## config.mk

```make
export PLATFORM = sky130hd
export DESIGN_NAME = obc_shift_accumulator
export DESIGN_NICKNAME = d
export VERILOG_FILES = /design/src/rtl/obc_shift_accumulator.sv
export SDC_FILE = /design/constraint.sdc
export NUM_CORES = 1
export LEC_CHECK = 0
export BUFFER_PORTS_ARGS = -buffer_cell sky130_fd_sc_hd__buf_2
export CAP_MARGIN = 30
export CORE_ASPECT_RATIO = 2
export CORE_MARGIN = 2
export CORE_UTILIZATION = 35
export CTS_CLUSTER_SIZE = 25
export DETAILED_ROUTE_END_ITERATION = 8
export SLEW_MARGIN = 5
export SYNTH_ARGS = -nofsm -noshare
export SYNTH_HDL_FRONTEND = slang
export SYNTH_SLANG_ARGS = --single-unit
```

## constraint.sdc

```tcl
create_clock -name clk -period 5.93 [get_ports clk]
set_input_delay 0.593 -clock clk [delete_from_list [all_inputs] [get_ports clk]]
set_output_delay 0.593 -clock clk [all_outputs]
set_load 0.02 [all_outputs]
```

## src/rtl/obc_shift_accumulator.sv

```systemverilog
// obc_shift_accumulator
// Bit-serial shift-accumulate stage of the OBC distributed-arithmetic DFT.
// Takes one signed LUT word per bit plane, MSB plane first. The MSB plane
// is negated, and each later plane is folded in by Horner recursion. The
// OBC offset is then added, the sum is halved, and the term is handed
// downstream through a valid/ready handshake.
module obc_shift_accumulator #(
   parameter int NBITS = 16,
   parameter int LUT_W = 24,
   parameter int ACC_W = 32
) (
   input  logic             clk,
   input  logic             rst,
   input  logic             start,
   input  logic [ACC_W-1:0] offset,
   input  logic             lut_valid,
   output logic             lut_ready,
   input  logic [LUT_W-1:0] lut_data,
   output logic             out_valid,
   input  logic             out_ready,
   output logic [ACC_W-1:0] result,
   output logic             overflow,
   output logic             busy
);

   // Two guard bits are enough for the exact value of 2*acc + L or acc + offset.
   localparam int XW = ACC_W + 2;
   localparam int CW = $clog2(NBITS + 1);

   typedef enum logic [1:0] {IDLE, ACCUM, FINAL, DONE} state_t;

   state_t           state_q, state_d;
   logic [CW-1:0]    cnt_q, cnt_d;
   logic [ACC_W-1:0] acc_q, acc_d;
   logic [ACC_W-1:0] off_q, off_d;
   logic             ovf_q, ovf_d;
   logic             out_valid_q, out_valid_d;
   logic [ACC_W-1:0] result_q, result_d;

   logic [XW-1:0] acc_x, lut_x, off_x, sum_x;
   logic          sum_fits;

   // Next-state and datapath: Horner accumulation with exact-range overflow detection
   always_comb begin
      state_d     = state_q;
      cnt_d       = cnt_q;
      acc_d       = acc_q;
      off_d       = off_q;
      ovf_d       = ovf_q;
      out_valid_d = out_valid_q;
      result_d    = result_q;

      acc_x = {{2{acc_q[ACC_W-1]}}, acc_q};
      off_x = {{2{off_q[ACC_W-1]}}, off_q};
      lut_x = {{(XW-LUT_W){lut_data[LUT_W-1]}}, lut_data};
      sum_x = '0;

      case (state_q)
         IDLE: begin
            if (start) begin
               off_d   = offset;
               cnt_d   = '0;
               acc_d   = '0;
               ovf_d   = 1'b0;
               state_d = ACCUM;
            end
         end
         ACCUM: begin
            if (lut_valid) begin
               if (cnt_q == '0) sum_x = '0 - lut_x;
               else             sum_x = (acc_x <<< 1) + lut_x;
               acc_d = sum_x[ACC_W-1:0];
               cnt_d = cnt_q + CW'(1);
               if (cnt_q == CW'(NBITS - 1)) state_d = FINAL;
            end
         end
         FINAL: begin
            sum_x       = acc_x + off_x;
            acc_d       = sum_x[ACC_W-1:0];
            result_d    = {sum_x[ACC_W-1], sum_x[ACC_W-1:1]};
            out_valid_d = 1'b1;
            state_d     = DONE;
         end
         DONE: begin
            if (out_ready) begin
               out_valid_d = 1'b0;
               state_d     = IDLE;
            end
         end
         default: state_d = IDLE;
      endcase

      // sum_x is only nonzero on an accumulation step, so this check is a no-op elsewhere
      sum_fits = (&sum_x[XW-1:ACC_W-1]) | ~(|sum_x[XW-1:ACC_W-1]);
      if (!sum_fits) ovf_d = 1'b1;
   end

   // State and datapath registers with synchronous reset
   always_ff @(posedge clk) begin
      if (rst) begin
         state_q     <= IDLE;
         cnt_q       <= '0;
         acc_q       <= '0;
         off_q       <= '0;
         ovf_q       <= 1'b0;
         out_valid_q <= 1'b0;
         result_q    <= '0;
      end else begin
         state_q     <= state_d;
         cnt_q       <= cnt_d;
         acc_q       <= acc_d;
         off_q       <= off_d;
         ovf_q       <= ovf_d;
         out_valid_q <= out_valid_d;
         result_q    <= result_d;
      end
   end

   // Outputs: handshake flags decoded from the state register only
   always_comb begin
      lut_ready = (state_q == ACCUM);
      busy      = (state_q != IDLE);
      out_valid = out_valid_q;
      result    = result_q;
      overflow  = ovf_q;
   end

endmodule

```

# [After elaboration in Yosys (flattened, before gate mapping)]
# Cells that the tools add are included.
[word_totals] reg_bits=104 latch_bits=0 ramBits=0 rom_bits=0 inputBits=61 out_inout_bits=36 word_cells=56 mem_count=0
[classes] n_addsub=4 multipliers=0 n_div=0 n_lt_le_gt_ge=0 eq_ne=10 shift=0 mux=19 bitwise_logic=2 n_reduce_logical=14
[ops] operator="32-bit case mux with 3 select lines" n=1
[ops] operator="34-bit two-way mux" n=2
[ops] operator="34-bit case mux with 2 select lines" n=1
[ops] operator="32-bit two-way mux" n=2
[ops] operator="33-bit by 24-bit adder with 34-bit output" n=1
[ops] operator="32-bit by 32-bit adder with 33-bit output" n=1
[ops] operator="1-bit by 24-bit subtractor with 25-bit output (first input constant)" n=1
[ops] operator="5-bit two-way mux" n=2
[ops] operator="5-bit case mux with 2 select lines" n=1
[ops] operator="3-bit AND reduction" n=3
[ops] operator="2-bit two-way mux" n=4
[ops] operator="2-bit != test (second input constant)" n=4
[ops] operator="2-bit case mux with 4 select lines" n=1
[ops] operator="2-bit AND reduction" n=3
[ops] operator="2-bit nonzero test" n=3
[ops] operator="5-bit by 1-bit adder with 5-bit output (second input constant)" n=1
[ops] operator="5-bit by 4-bit equality test with 1-bit output (second input constant)" n=1
[ops] operator="5-bit zero test" n=1
[ops] operator="2-bit equality test (second input constant)" n=2
[ops] operator="1-bit two-way mux" n=4
[ops] operator="2-bit by 1-bit != test with 1-bit output (second input constant)" n=2
[ops] operator="4-bit AND reduction" n=1
[ops] operator="3-bit nonzero test" n=1
[ops] operator="3-bit OR reduction" n=1
[ops] operator="5 further kinds" n=5

# [Depth between registers and ports, before layout]
# Gate-level depths: netlist (run 1).
[depth] depth_word=9 depth_mapped=13 ltp_nobuf=13

# [Worst setup path after synthesis (run 1)]
# OpenSTA, ideal clock, no wires.
[synth_path] path_kind="input port to flip-flop" start="input lut_data[1]" end="register ovf_q (netlist: overflow)" setup_time_ps=116 arrival_time_ps=3076 required_time_ps=5814 slack_ps=2738 stages=12 path_buffers=0 cell_sequence="ha_1 -> fa_1 -> a211oi_2 -> o211ai_1 -> a21oi_1 -> o31ai_2 -> a311oi_2 -> o221a_1 -> xor2_1 -> a21oi_1 -> o221a_1 -> a31o_1"
[synth_between] elab_chain_cells=9 word_cells_on_any_way=13 cone_classes="2 x add/sub; 2 x eq/ne; 4 x mux; 2 x bitwise; 3 x reduce/logical"
[synth_rtl] item="start, declared" line="18" text="input logic [LUT_W-1:0] lut_data,"
[synth_rtl] item="33-bit by 24-bit adder with 34-bit output / 1-bit by 24-bit subtractor with 25-bit output (equally long branches)" line="71, 70"
[synth_rtl] item="34-bit two-way mux *" line="70" text="if (cnt_q == '0) sum_x = '0 - lut_x;"
[synth_rtl] item="34-bit two-way mux *" line="69" text="if (lut_valid) begin"
[synth_rtl] item="34-bit case mux with 2 select lines *" line="58" text="case (state_q)"
[synth_rtl] item="3-bit OR reduction" line="94" text="sum_fits = (&sum_x[XW-1:ACC_W-1]) | ~(|sum_x[XW-1:ACC_W-1]);"
[synth_rtl] item="1-bit NOT" line="94"
[synth_rtl] item="1-bit bitwise OR *" line="94"
[synth_rtl] item="2-bit by 1-bit != test with 1-bit output (no source line) / 2-bit != test (equally long branches)"
[synth_rtl] item="2-bit AND reduction (no source line)"
[synth_rtl] item="end signal, assigned" line="113" text="ovf_q <= ovf_d;"
[synth_rtl] item="end, declared" line="36" text="logic ovf_q, ovf_d;"
# Mark *: on every way between the ends. The rest lies on a longest branch, timed or not.
# A chain may end at the register's enable or synchronous reset.

# [Final worst setup path (run 1)]
[layout_path] start="register acc_q[0]" end="register ovf_q (netlist: overflow)"
[layout_between] elab_chain_cells=9 word_cells_on_any_way=13 cone_classes="2 x add/sub; 2 x eq/ne; 4 x mux; 2 x bitwise; 3 x reduce/logical"
[layout_rtl] item="start, declared" line="34" text="logic [ACC_W-1:0] acc_q, acc_d;"
[layout_rtl] item="start signal, assigned" line="103" text="acc_q <= '0;"
[layout_rtl] item="start signal, assigned" line="111" text="acc_q <= acc_d;"
[layout_rtl] item="33-bit by 24-bit adder with 34-bit output" line="71" text="else sum_x = (acc_x <<< 1) + lut_x;"
[layout_rtl] item="34-bit two-way mux" line="70"
[layout_rtl] item="34-bit two-way mux" line="69"
[layout_rtl] item="34-bit case mux with 2 select lines *" line="58"
[layout_rtl] item="3-bit OR reduction" line="94"
[layout_rtl] item="1-bit NOT" line="94"
[layout_rtl] item="1-bit bitwise OR *" line="94"
[layout_rtl] item="2-bit by 1-bit != test with 1-bit output (no source line) / 2-bit != test (equally long branches)"
[layout_rtl] item="2-bit AND reduction (no source line)"
# Marks and branches as above.

==> impl_metrics.py, run 1 <==
metrics = {
    "synthesis": {
        "synth_edf_count": 0,
        "synth_xor_area_share_pct": 8.50,
        "async_flop_share_pct": 0,
        "synthMuxAreaShare_pct": 2.37,
        "synth_ff_type": "dfxtp_1",
        "avgSynthCellArea_um2": 7.70,
        "netlist.area_leader.share_pct": 25.9,
        "synth_fa_ha_area_share_pct": 11.9,
        "synth_compound_area_share_pct": 28.2,
        "synth_seq_area_share_pct": 25.9,
        "synth_area_leader_cell": "dfxtp_1",
        "syn-num-nets": 1180,
        "ys_types": 78,
        "synth_top_family_by_area": "compound AO/OA/AOI/OAI gates",
        "syn_inst": 1044,
        "yosys.area_share.simple_pct": 19.2,
        "synth_common_cells": "nand2_1, a21oi_1, dfxtp_1",
        "ys_warn_count": 0,
        "yosys-top-cells-area": "dfxtp_1, ha_1, a21oi_1, nand2_1, xnor2_1",
        "synth-seq-cells": 104,
        "netlist_area_mm2": 0.00804,
        "synth.most_common_cell": "nand2_1",
    },
    "clock_network": {
        "cts_sinks": 104,
        "cts_tree": "built",
        "clock_latency_ps": 370,
        "path_clk_slew_ps": 70,
        "htreeDepth": 3,
        "cts_resized": 0,
        "cts_buffer_depth": 2,
        "postCtsHoldBufs": 0,
        "postCtsSetupRepairBufs": 0,
        "numCtsBuffers": 9,
        "cts_root_buf": "clkbuf_16",
    },
    "detailed_routing": {
        "post_drt_wl_per_cell_um": 19.6,
        "ant_nets": 0,
        "dr.pass1.iters": 5,
        "vias": 7934,
        "routed_wl_mm": 27.2,
        "remaining_drc_errors": 0,
        "viasPerCell": 5.71,
        "dr.first_iter.drc_count": 341,
    },
    "worst_setup_path": {
        "crit_chain": "ha_1, inv_1, fa_1, nor2b_4, o31ai_4, a31oi_4, a21oi_2, o311a_1, o21ai_0, a21oi_1, a211oi_2, o221a_1, a31o_1",
        "crit_fanout": 4,
        "critPathLaunchType": "flip-flop",
        "crit_slowest_cell": "o311a_1",
        "path_buf_inv": 1,
        "cp_data_required_time_ps": 6250,
        "slowest_delay_ps": 450,
        "critPathKind": "reg2reg",
        "cp-end-kind": "flip-flop",
        "cp_top_family": "compound AO/OA/AOI/OAI gates",
        "critical_path_arrival_ps": 3820,
    },
    "sta": {
        "relSlewSlack_pct": 54.1,
        "drv_slew": 0,
        "finalSetupViolations": 0,
        "finalCritPeriodShare_pct": 59.1,
        "tns_ps": 0,
        "worst_pin_slew_ps": 688,
        "hold_viol": 0,
        "worst_slack_ps": 2430,
        "fin_skew_ps": 8.91,
        "fin_crit_ps": 3500,
        "rsz0062_at_grt": "no",
        "max_freq_mhz": 286,
    },
    "placement": {
        "io_buffers": 96,
        "hpwl_mm": 21.3,
        "dp_slack_ps": 2140,
        "gp_congestion": 0.979,
    },
    "die": {
        "row_count": 78,
        "die_area_mm2": 0.0243,
        "die_height_um": 218,
        "ios": 97,
        "coreArea_mm2": 0.0226,
        "initial_utilization_pct": 35.5,
        "dieWidth_um": 111,
    },
    "finish": {
        "drive_gt1_share_pct": 13.4,
        "nets": 1239,
        "area_delta_synth_final_pct": 12.1,
    },
    "grt": {
        "use_met3_pct": 2.52,
        "grt.busiest_layer": "met2",
        "grt_pass1_wl_mm": 41.8,
        "grt_use_met2_pct": 44.0,
        "grt_start_max_net_pins": 56,
        "antenna_found_initial": 2,
        "grt_usage_pct": 22.0,
        "grt-ovfl-total": 0,
        "first_global_vias": 8037,
        "use_met1_pct": 20.6,
    },
    "flow_run": {
        "drv_cap": 0,
    },
    "power_and_ir_drop": {
        "p_per_area_mw_per_mm2": 318,
        "irDropWorstVdd_mv": 0.168,
        "p_leak_nw": 3.89,
    },
    "min_path": {
        "hold_class": "in2reg",
    },
    "outcome": {
        "status": "finished clean",
    },
}
tightest hold or removal path, stage by stage:
cell and delay [ps]:
buf_2 100, nand2_1 40, a21oi_1 50
layer usage:
layer | vias up | wire [um]
met5 | - | 0
met4 | 0 | 1580
met3 | 87 | 797
met2 | 202 | 15200
met1 | 3763 | 9680
li1 | 3882 | -
placed cells by master, fill, tap and decap left out, types with 5 or more instances in the layout:
master	netlist	routed
o21ai_0	44	44
nand2_1	165	165
and3_1	8	8
mux2i_1	19	19
a31oi_1	8	8
o21a_1	5	5
nor3_1	10	10
a211oi_1	9	9
o21ai_1	8	8
ha_1	73	72
a22oi_1	20	20
o211ai_1	13	13
inv_1	25	25
clkbuf_16	0	9
dfxtp_1	104	104
nand4_1	13	13
buf_4	2	9
buf_2	1	96
o21bai_1	10	10
nor2_1	92	92
a21oi_1	126	126
a21o_1	29	29
a21boi_0	5	5
a221o_1	9	9
or3_1	5	5
o22ai_1	5	5
xnor2_1	42	42
nand3_1	21	21
xor2_1	36	36
power breakdown:
part / internal [W] / switching [W]
Clock: 0.000296 / 0.000287
Combinational: 0.000465 / 0.000932
Sequential: 0.000802 / 0.0000876
Total: 0.00156 / 0.00131
kinds of logic after synthesis:
group | count (synthesis)
DFF | 104
AOI/OAI and AO/OA | 338
buffers and inverters | 84
xor gates and xnor gates | 78
adders and majority gates | 75
muxes | 19
and+or+nand+nor | 346
state kept, by name, summed over array words and instances, names as in the netlist:
| name | flops |
|---|---|
| state_q | 2 |
| overflow | 1 |
| cnt_q | 5 |
| result | 31 |
| acc_q | 32 |
| out_valid | 1 |
| off_q | 32 |
worst paths after layout:
kind	from	to	slack [ps]	depth (start not counted)
setup reg to reg	acc_q[0]$_SDFFE_PP0P_	overflow$_SDFFE_PP0P_	2430	13
setup / recovery	acc_q[0]$_SDFFE_PP0P_	overflow$_SDFFE_PP0P_	2430	13
hold reg to reg	off_q[5]$_SDFFE_PP0P_	off_q[5]$_SDFFE_PP0P_	460	2
hold / removal	offset[3]	off_q[3]$_SDFFE_PP0P_	450	3
area by class of cell:
class,count,area (um2)
clock inverters,4,30.0
repair buffers,106,563
flip-flops and latches,104,2080
diodes,2,5.00
fillers,2456,13600
well taps,280,350
clock buffers,11,243
inverters,26,97.6
multi-input cells,856,5640
stage by stage:
| step | cells | util, % | power [W] | hold WS, ps | cell area [um2] |
|---|---|---|---|---|---|
| after floorplan | 1044 | - | 0.00184 | 440 | 8040 |
| after CTS | 1387 | 39.8 | 0.00288 | 438 | 9010 |
| after global placement | 1371 | 38.5 | 0.00227 | 447 | 8720 |
| final | 1389 | 39.8 | 0.00287 | 447 | 9010 |
| after detailed placement | 1372 | 38.6 | 0.00229 | 453 | 8740 |
| after global routing | 1389 | 39.8 | 0.00305 | 451 | 9010 |
Note: power is estimated with default switching activity, not from simulation.
==> run 2: changes to the inputs <==
==> constraint.sdc (replaced) <==
create_clock -name clk -period 3.5 [get_ports clk]
set_input_delay 0.35 -clock clk [delete_from_list [all_inputs] [get_ports clk]]
set_output_delay 0.35 -clock clk [all_outputs]
set_load 0.02 [all_outputs]
==> run 2 against run 1 <==
  * Cell count grew 1.2%
  * Flip-flop and latch count is the same
  * Sequential power grew 70%
  * Clock skew grew 6.8 ps
  * Cell area grew 1.9%
  * Clock power grew 97%
  * Hold slack lost 240 ps
  * Power grew 77%
  * Register-to-register slack lost 2300 ps
  * Highest routed layer unchanged
==> impl_metrics.py, run 2 (synthesis results as in run 1) <==
metrics = {
    "clock_network": {
        "postCtsSetupRepairBufs": 0,
        "cts_buffer_depth": 2,
        "path_clk_slew_ps": 80,
        "cts_tree": "built",
        "clock_latency_ps": 370,
        "htreeDepth": 3,
        "cts_root_buf": "clkbuf_16",
        "numCtsBuffers": 9,
        "cts_sinks": 104,
    },
    "die": {
        "die_height_um": 218,
        "dieWidth_um": 111,
        "initial_utilization_pct": 35.5,
        "coreArea_mm2": 0.0226,
        "row_count": 78,
        "die_area_mm2": 0.0243,
        "ios": 97,
    },
    "placement": {
        "io_buffers": 96,
        "gp_congestion": 0.930,
        "placed_cell_area_mm2": 0.00886,
        "hpwl_mm": 21.9,
    },
    "finish": {
        "layout_common_cells": "nand2_1, a21oi_1, dfxtp_1, buf_2, nor2_1",
        "antenna_cells": 0,
        "n_fill_cell": 2450,
        "final_area_mm2": 0.00919,
        "fin_util_pct": 40.6,
        "drive_gt1_share_pct": 14.8,
        "multiInputGateArea_mm2": 0.00565,
        "area_delta_synth_final_pct": 14.3,
        "mostFrequentLayoutCell": "nand2_1",
        "seq_area_mm2": 0.00208,
        "nets": 1256,
    },
    "power_and_ir_drop": {
        "finalPower_w": 0.00507,
        "switching_power_w": 0.00224,
        "p_seq_share_pct": 29.8,
        "combPwrFrac_pct": 47.6,
        "power_frac_clock_pct": 22.6,
        "p_int_w": 0.00283,
        "irDropWorstVdd_mv": 0.251,
        "netSwitchingFraction_pct": 44.1,
        "p_per_area_mw_per_mm2": 552,
        "p_leak_nw": 4.00,
    },
    "detailed_routing": {
        "dr.pass1.iters": 5,
        "viasPerCell": 5.65,
        "routed_wl_mm": 27.1,
        "post_drt_wl_per_cell_um": 19.3,
        "dr.first_iter.drc_count": 322,
        "vias": 7935,
        "remaining_drc_errors": 0,
        "ant_nets": 0,
    },
    "worst_setup_path": {
        "crit_chain": "ha_1, inv_1, fa_1, nor2b_4, o31ai_4, a31oi_4, a2111oi_4, o31ai_4, a31oi_1, o311ai_1, xor2_1, a221o_1",
        "cp-end-kind": "flip-flop",
        "crit_slowest_cell": "fa_1",
        "critical_path_arrival_ps": 3590,
        "slowest_delay_ps": 440,
        "critPathKind": "reg2reg",
        "crit_fanout": 4,
        "cp_data_required_time_ps": 3760,
        "cpMostUsedCell": "o31ai_4",
        "critPathLaunchType": "flip-flop",
    },
    "grt": {
        "antenna_found_initial": 0,
        "grt_start_max_net_pins": 63,
        "grt_usage_pct": 22.3,
        "first_global_vias": 8125,
        "grt_pass1_wl_mm": 42.2,
        "grt-ovfl-total": 0,
    },
    "sta": {
        "tns_ps": 0,
        "finalSetupViolations": 0,
        "fin_crit_ps": 3330,
        "relSlewSlack_pct": 55.3,
        "rsz0062_at_grt": "no",
        "max_freq_mhz": 301,
        "holdWs_ps": 206,
        "finalCritPeriodShare_pct": 95.1,
        "drv_slew": 0,
        "worst_pin_slew_ps": 670,
        "fin_skew_ps": 15.7,
        "hold_viol": 0,
    },
    "flow_run": {
        "drv_cap": 0,
    },
    "outcome": {
        "status": "finished clean",
    },
    "min_path": {
        "hold_class": "in2reg",
    },
}
## run 2: per-layer routing
metal	track usage [%]	wire length (um)	vias up
met5	0	0	-
met4	15.4	1760	0
met3	2.47	735	87
met2	44.1	15000	189
met1	20.9	9620	3742
li1	-	-	3917
## run 2: final timing paths
| check | from | endpoint | slack (ps) | cells past startpoint |
|---|---|---|---|---|
| max | acc_q[0]$_SDFFE_PP0P_ | acc_q[30]$_SDFFE_PP0P_ | 170 | 12 |
| min | offset[5] | off_q[5]$_SDFFE_PP0P_ | 210 | 3 |
| max reg2reg | acc_q[0]$_SDFFE_PP0P_ | acc_q[30]$_SDFFE_PP0P_ | 170 | 12 |
| min reg2reg | off_q[3]$_SDFFE_PP0P_ | off_q[3]$_SDFFE_PP0P_ | 460 | 2 |
## run 2: per-stage QoR
stage	std cells	setup slack, ps
after floorplan	1044	551
final	1405	172
after CTS	1405	140
after global routing	1405	23.0
after detailed placement	1389	7.95
after global placement	1389	32.0
## run 2: repair_timing
action	in CTS	in global routing
hold buffers	0	0
endpoints found under the setup margin	0	1
resized for setup	0	1
endpoints found under the hold margin	0	0
## run 2: cell type report
cell class              instances  area share, %
well taps                     280           3.81
repair buffers                123           7.43
multi-input cells             856           61.5
inverters                      26           1.06
clock inverters                 5          0.939
flip-flops and latches        104           22.7
clock buffers                  11           2.64
## run 2: critical path, delay by kind of cell, from the launching register on
family	cells	cell delay, ps
fa+ha+maj	2	640
xor+xnor	1	160
simple gates	1	170
flops	1	370
compound gates	7	1820
buf+inv	1	60
## run 2: power groups by stage
stage	Clock, W	Combinational [W]	Sequential (W)
5_1_grt	0.00122	0.00264	0.00153
4_1_cts	0.00117	0.00241	0.00151
6_report	0.00115	0.00241	0.00151
2_1_floorplan	0	0.00159	0.00153
3_3_place_gp	0	0.00239	0.00153
3_5_place_dp	0	0.00240	0.00154
